`config.mk`:
```
export PLATFORM = sky130hd
export DESIGN_NAME = select_out_fanout
export DESIGN_NICKNAME = d
export VERILOG_FILES = /design/src/rtl/select_out_fanout.sv
export SDC_FILE = /design/constraint.sdc
export NUM_CORES = 1
export LEC_CHECK = 0
export ABC_CLOCK_PERIOD_IN_PS = 3300
export BUFFER_PORTS_ARGS = -buffer_cell sky130_fd_sc_hd__buf_2
export CAP_MARGIN = 20
export CORE_ASPECT_RATIO = 1.5
export CORE_MARGIN = 10
export CORE_UTILIZATION = 50
export CTS_BUF_LIST = sky130_fd_sc_hd__clkbuf_16
export CTS_CLUSTER_SIZE = 25
export DETAILED_ROUTE_END_ITERATION = 12
export PLACE_DENSITY_LB_ADDON = 0.25
export SYNTH_ARGS = -nofsm -noshare
export SYNTH_HDL_FRONTEND = slang
export SYNTH_SLANG_ARGS = --single-unit
export TNS_END_PERCENT = 50
```
`constraint.sdc`:
```
create_clock -name CLK -period 3.3 [get_ports CLK]
set_clock_uncertainty 0.15 [all_clocks]
set_input_delay 0.66 -clock CLK [delete_from_list [all_inputs] [get_ports CLK]]
set_output_delay 0.66 -clock CLK [all_outputs]
set_load 0.02 [all_outputs]
```
`src/rtl/select_out_fanout.sv`:
```
// -----------------------------------------------------------------------------
// select_out_fanout
//
// Round-robin scatter/gather buffer. Accepted words are written to NUM_LANES
// independent FIFO lanes (DEPTH entries each), one lane per word. The write
// lane advances over the set bits of active_mask. Reads follow the same
// rotation, so the output order always equals the input order. Outputs come
// from registered FIFO state only. There is no combinational say-to-heard path.
//
// Parameters:
//   WIDTH      payload width in bits
//   NUM_LANES  number of lanes (2..16)
//   DEPTH      entries per lane, power of two, >= 1
//   LANE_W     width of the heard_lane field
//
// Ports:
//   CLK, nRST      clock (rising edge) / asynchronous active-low reset
//   say__ENA       input transfer request
//   say_v          input payload
//   say__RDY       lane at the write index can accept
//   heard__ENA     output valid (lane at the read index not empty)
//   heard_v        output payload, 0 when heard__ENA=0
//   heard_lane     lane the output came from, 0 when heard__ENA=0
//   heard__RDY     consumer accepts
//   lane_mask      requested enabled-lane set
//   mask_update    request to load lane_mask (honoured only when idle)
//   active_mask    lane mask currently in force
//   idle           all lanes empty
//
// Optional feature, macro SELECT_OUT_FANOUT_STATS_EN:
//   adds 32-bit wrapping counters stat_in (accepts), stat_out (transfers)
//   and stat_stall (cycles with say__ENA && !say__RDY). It also prints a
//   trace line on every accept.
// -----------------------------------------------------------------------------
module select_out_fanout #(
  parameter int WIDTH     = 32,
  parameter int NUM_LANES = 4,
  parameter int DEPTH     = 2,
  parameter int LANE_W    = 8
) (
  input  logic                 CLK,
  input  logic                 nRST,
  input  logic                 say__ENA,
  input  logic [WIDTH-1:0]     say_v,
  output logic                 say__RDY,
  output logic                 heard__ENA,
  output logic [WIDTH-1:0]     heard_v,
  output logic [LANE_W-1:0]    heard_lane,
  input  logic                 heard__RDY,
  input  logic [NUM_LANES-1:0] lane_mask,
  input  logic                 mask_update,
  output logic [NUM_LANES-1:0] active_mask,
`ifdef SELECT_OUT_FANOUT_STATS_EN
  output logic [31:0]          stat_in,
  output logic [31:0]          stat_out,
  output logic [31:0]          stat_stall,
`endif
  output logic                 idle
);

  // Pointers carry one extra wrap bit so that full and empty can be told apart.
  localparam int PW  = $clog2(DEPTH) + 1;
  localparam int IW  = (DEPTH > 1) ? $clog2(DEPTH) : 1;
  localparam int LIW = $clog2(NUM_LANES);

  typedef logic [PW-1:0]  ptr_t;
  typedef logic [LIW-1:0] lane_t;

  // XOR pattern of write and read pointers for a full lane: wrap bits
  // differ and all address bits are equal.
  localparam ptr_t FULL_XOR = ptr_t'(1) << (PW - 1);

  ptr_t                   r_wr_ptr [NUM_LANES];
  ptr_t                   r_rd_ptr [NUM_LANES];
  logic [WIDTH-1:0]       r_mem    [NUM_LANES][DEPTH];
  lane_t                  r_windex;
  lane_t                  r_rindex;
  logic [NUM_LANES-1:0]   r_active_mask;

  logic [NUM_LANES-1:0]   w_empty;
  logic [NUM_LANES-1:0]   w_full;
  logic                   w_accept;
  logic                   w_xfer;
  logic                   w_mask_load;
  lane_t                  w_mask_low;

  // Storage address inside a lane. For DEPTH=1 this is always 0.
  function automatic logic [IW-1:0] addr_of(input ptr_t p);
    return IW'(p) & IW'(DEPTH - 1);
  endfunction

  // Next set bit of mask above cur, wrapping to the lowest set bit. If cur is
  // the only set bit, the function returns cur.
  function automatic lane_t next_lane(input logic [NUM_LANES-1:0] mask,
                                      input lane_t cur);
    lane_t res;
    logic  found;
    int    j;
    res   = cur;
    found = 1'b0;
    for (int k = 1; k <= NUM_LANES; k++) begin
      j = (int'(cur) + k) % NUM_LANES;
      if (!found && mask[j]) begin
        res   = lane_t'(j);
        found = 1'b1;
      end
    end
    return res;
  endfunction

  function automatic lane_t lowest_lane(input logic [NUM_LANES-1:0] mask);
    lane_t res;
    res = '0;
    for (int k = NUM_LANES - 1; k >= 0; k--) begin
      if (mask[k]) res = lane_t'(k);
    end
    return res;
  endfunction

  // NOTE: every always_comb output gets a default before any conditional
  // logic. This way no path can leave it unassigned and infer a latch.
  always_comb begin
    w_empty = '0;
    w_full  = '0;
    for (int l = 0; l < NUM_LANES; l++) begin
      w_empty[l] = (r_wr_ptr[l] == r_rd_ptr[l]);
      w_full[l]  = ((r_wr_ptr[l] ^ r_rd_ptr[l]) == FULL_XOR);
    end
  end

  // A full lane stays not-ready even when it is popped in the same cycle.
  assign say__RDY    = !w_full[r_windex];
  assign heard__ENA  = !w_empty[r_rindex];
  assign heard_v     = heard__ENA ? r_mem[r_rindex][addr_of(r_rd_ptr[r_rindex])]
                                  : '0;
  assign heard_lane  = heard__ENA ? LANE_W'(r_rindex) : '0;
  assign idle        = &w_empty;
  assign active_mask = r_active_mask;

  assign w_accept    = say__ENA && say__RDY;
  assign w_xfer      = heard__ENA && heard__RDY;
  // A mask change is only safe when nothing is buffered. Otherwise the
  // rotation would lose track of the oldest word. A request that cannot be
  // honoured is dropped, and the requester has to retry.
  assign w_mask_load = mask_update && idle && !w_accept && (|lane_mask);
  assign w_mask_low  = lowest_lane(lane_mask);

  // NOTE: sequential state uses non-blocking assignments only. Every
  // register then samples pre-edge values, whatever order the blocks
  // evaluate in.
  always_ff @(posedge CLK or negedge nRST) begin
    if (!nRST) begin
      for (int l = 0; l < NUM_LANES; l++) begin
        r_wr_ptr[l] <= '0;
        r_rd_ptr[l] <= '0;
      end
      r_windex      <= '0;
      r_rindex      <= '0;
      r_active_mask <= '1;
    end else begin
      if (w_accept) begin
        r_wr_ptr[r_windex] <= r_wr_ptr[r_windex] + ptr_t'(1);
        r_windex           <= next_lane(r_active_mask, r_windex);
      end
      if (w_xfer) begin
        r_rd_ptr[r_rindex] <= r_rd_ptr[r_rindex] + ptr_t'(1);
        r_rindex           <= next_lane(r_active_mask, r_rindex);
      end
      // A load implies idle (no transfer) and no accept, so it never
      // competes with the index updates above.
      if (w_mask_load) begin
        r_active_mask <= lane_mask;
        r_windex      <= w_mask_low;
        r_rindex      <= w_mask_low;
      end
    end
  end

  // NOTE: payload storage is intentionally left without reset. The pointers
  // alone decide validity, and unreset RAM maps onto plain memory cells.
  always_ff @(posedge CLK) begin
    if (w_accept) begin
      r_mem[r_windex][addr_of(r_wr_ptr[r_windex])] <= say_v;
    end
  end

`ifdef SELECT_OUT_FANOUT_STATS_EN
  always_ff @(posedge CLK or negedge nRST) begin
    if (!nRST) begin
      stat_in    <= '0;
      stat_out   <= '0;
      stat_stall <= '0;
    end else begin
      if (w_accept)              stat_in    <= stat_in + 32'd1;
      if (w_xfer)                stat_out   <= stat_out + 32'd1;
      if (say__ENA && !say__RDY) stat_stall <= stat_stall + 32'd1;
    end
  end

  // Trace of each accepted word. The occupancy shown is the count before
  // this write.
  always @(posedge CLK) begin
    if (nRST && w_accept) begin
      $display("select_out_fanout: accept payload=0x%0h lane=%0d occupancy=%0d",
               say_v, r_windex, r_wr_ptr[r_windex] - r_rd_ptr[r_windex]);
    end
  end
`endif

endmodule

```
==> impl_metrics.json <==
{
  "required_ns": 2.49,
  "avgSynthCellArea_um2": 19.5,
  "seq_area_frac_synth_pct": 71.5,
  "cpMostUsedCell": "nor2_1",
  "cts_tree": "done",
  "critPathArrivalTime_ns": 2.39,
  "fill_cells": 1722,
  "numCtsBuffers": 25,
  "slew_viol_final": 0,
  "synth_seq_cells": 280,
  "crit_buf_inv": 2,
  "cts-root-buf": "clkbuf_16",
  "crit_chain": "xor2_1 -> nor2_1 -> mux4_2 -> buf_4 -> nor2_1 -> buf_2",
  "dp_hpwl_mm": 14.4,
  "ys.flop_type": "edfxtp_1",
  "grt_pass1_wl_mm": 36.4,
  "power_frac_clock_pct": 19.6,
  "cts.htree.levels": 1,
  "viasPerCell": 5.81,
  "vias": 5767,
  "yosysWarnings": 0,
  "pwr-share-comb_pct": 45.3,
  "hold_depth": 3,
  "holdCritPathClass": "in -> reg",
  "post_dp_cell_area_mm2": 0.0125,
  "rows": 68,
  "slew_headroom_pct": 57.2,
  "die_h_um": 207,
  "clk-insertion-delay-late_ns": 0.52,
  "netlist_top_cells_area": "edfxtp_1 (66%), mux4_2 (13%), dfrtp_1 (4.3%)",
  "pwr_density_cell_mw_per_mm2": 1070,
  "sequentialPowerShare_pct": 35.1,
  "p_sw_uw": 5440,
  "ys_types": 54,
  "die_x_um": 144,
  "cp-end-kind": "output port",
  "final_area_mm2": 0.0134,
  "synth_top_area_share_pct": 66.3,
  "area_growth_pct": 15.5,
  "routedWlPerCell_um": 23.7,
  "max_stage_delay_ns": 0.56,
  "grt_usage_pct": 15.8,
  "fin_nets": 741,
  "hold_viol_final": 0,
  "tightest_slew_ns": 0.633,
  "ir_drop_mv": 0.599,
  "cp_top_family": "multiplexers",
  "synth_edf_count": 256,
  "yosys.area.top_type": "edfxtp_1",
  "cts.sinks": 280,
  "setup-violations-final": 0,
  "slowest_stage": "mux4_2",
  "ios": 88,
  "rsz0062_at_grt": "yes",
  "drc": 0,
  "crit_cells": 6,
  "grt_overflow_total": 0,
  "clk_path_buf_depth": 3,
  "p_int_uw": 8950,
  "switching_share_pct": 37.8,
  "fin_setup_tns_ns": 0,
  "fin_crit_sh_pct": 97.0,
  "layout-drive-gt1-share_pct": 36.3,
  "ys_async_sr_fraction_pct": 8.57,
  "wl_mm": 23.5,
  "syn_area_mm2": 0.0116,
  "crit_fanout": 15,
  "critPathLaunchType": "flip-flop",
  "grt_max_degree": 47,
  "yosysMostFrequentCell": "edfxtp_1",
  "synthTopCellsByCount": "edfxtp_1 (256), mux4_2 (68), nor2_1 (50), mux2i_1 (39), dfrtp_1 (20)",
  "place_congestion": 0.858,
  "numPortBuffers": 81,
  "min_period_ns": 3.20,
  "first_pass_iters": 6,
  "p_leak_uw": 0.00467,
  "ant_nets": 0,
  "criticalPathCategory": "reg -> out",
  "outcome": "finished clean",
  "drv_cap": 0,
  "path_clk_slew_ns": 0.06,
  "initial_core_util_pct": 50.5,
  "worstRegToRegCells": 7,
  "grt_pass1_vias": 6263,
  "core_mm2": 0.0230,
  "antenna_found_initial": 3,
  "fp.dieArea_mm2": 0.0298,
  "syn_inst": 596,
  "drtIter0Drc": 386,
  "fmax_mhz": 312
}
## worst paths after layout
path | startpoint | to | slack, ns
max | r_wr_ptr[5] | heard_v[19] | 0.1
min | lane_mask[2] | active_mask[2] | 0.25
max reg2reg | r_windex[1] | r_mem[3][28] | 0.29
min reg2reg | r_rd_ptr[5] | r_rd_ptr[5] | 0.42
max in group asynchronous | nRST | r_rindex[0] | 2.07
min in group asynchronous | nRST | r_windex[0] | 0.51
## cells by family after synthesis
| kind of cell | synth area share, % |
|---|---|
| flip-flops | 71.5 |
| multiplexers | 18.4 |
| AND/OR/NAND/NOR | 4.03 |
| buffers and inverters | 2.00 |
| AO/OA/AOI/OAI | 2.36 |
| XOR/XNOR | 0.831 |
| adder cells (fa/ha/maj) | 0.863 |
| other | 0.0323 |
## per-stage QoR
stage | instances | power (µW) | util [%] | worst slack, ns | hold WS (ns)
floorplan | 601 | 9460 | - | -0.375 | 0.214
global placement | 943 | 11400 | 54.4 | 0.433 | 0.366
detailed placement | 943 | 11600 | 54.4 | 0.350 | 0.374
CTS | 990 | 14500 | 58.0 | 0.0361 | 0.233
global route | 990 | 15200 | 58.3 | -0.0101 | 0.253
finish | 992 | 14400 | 58.3 | 0.0988 | 0.252
## final cells by class
| class | instances | area (µm²) | share of cell area [%] |
|---|---|---|---|
| Tap cell | 280 | 350 | 2.62 |
| Clock inverter | 20 | 174 | 1.30 |
| Clock buffer | 25 | 626 | 4.67 |
| Antenna cell | 2 | 5.00 | 0.0374 |
| Inverter | 7 | 27.5 | 0.206 |
| Sequential cell | 280 | 8300 | 62.0 |
| Timing Repair Buffer | 101 | 706 | 5.27 |
| Multi-Input combinational cell | 277 | 3200 | 23.9 |
## flip-flops by register name, summed over array words and instances (netlist names)
| name | flops |
|---|---|
| r_rindex | 2 |
| active_mask | 4 |
| r_wr_ptr | 8 |
| r_mem | 256 |
| r_rd_ptr | 8 |
| r_windex | 2 |
## power by group through the flow
stage               registers [µW]  logic, µW  clock network [µW]
floorplan                     4950       4510                   0
global placement              5040       6410                   0
detailed placement            5090       6480                   0
CTS                           5020       6600                2880
global route                  5110       7060                3020
finish                        5050       6520                2820
## per-layer routing
metal / GRT usage, % / share of wire [%] / routed length, µm / up-vias
met2: 28.7 / 54 / 12700 / 144
met4: 3.77 / 2.0 / 460 / 2
li1: - / - / - / 2578
met3: 2.70 / 5.0 / 1170 / 39
met1: 19.0 / 39 / 9160 / 3004
met5: 0 / 0.030 / 7 / -
## worst min-delay path, cell delays in order
cell     delay (ns)
buf_2          0.12
nand2_1        0.05
o21ai_0        0.07
## timing repair
action / in CTS / in global routing
endpoints found under the hold margin: 20 / 0
hold buffers: 1 / 0
resized for setup: 1 / 10
setup buffers: 1 / 0
endpoints found under the setup margin: 28 / 30
## layout by cell type, fill, tap and decap left out, types with 3 or more instances in the layout
cell,n
buf_2,80
clkinv_1,4
a22o_2,3
dfstp_2,4
dfrtp_1,18
nand2_1,11
bufinv_16,3
inv_1,11
ha_1,8
a21oi_1,5
clkinv_2,6
buf_12,11
edfxtp_1,256
conb_1,6
buf_4,7
nor4b_2,3
nor3_1,4
nand3_1,6
nor2_4,8
xor2_2,7
mux2i_1,39
mux4_2,69
o21ai_0,13
mux2_2,5
clkbuf_16,25
mux2_4,7
nand2_2,3
nor2_1,41
a211oi_1,3
Power figures use the tool's default switching activity.
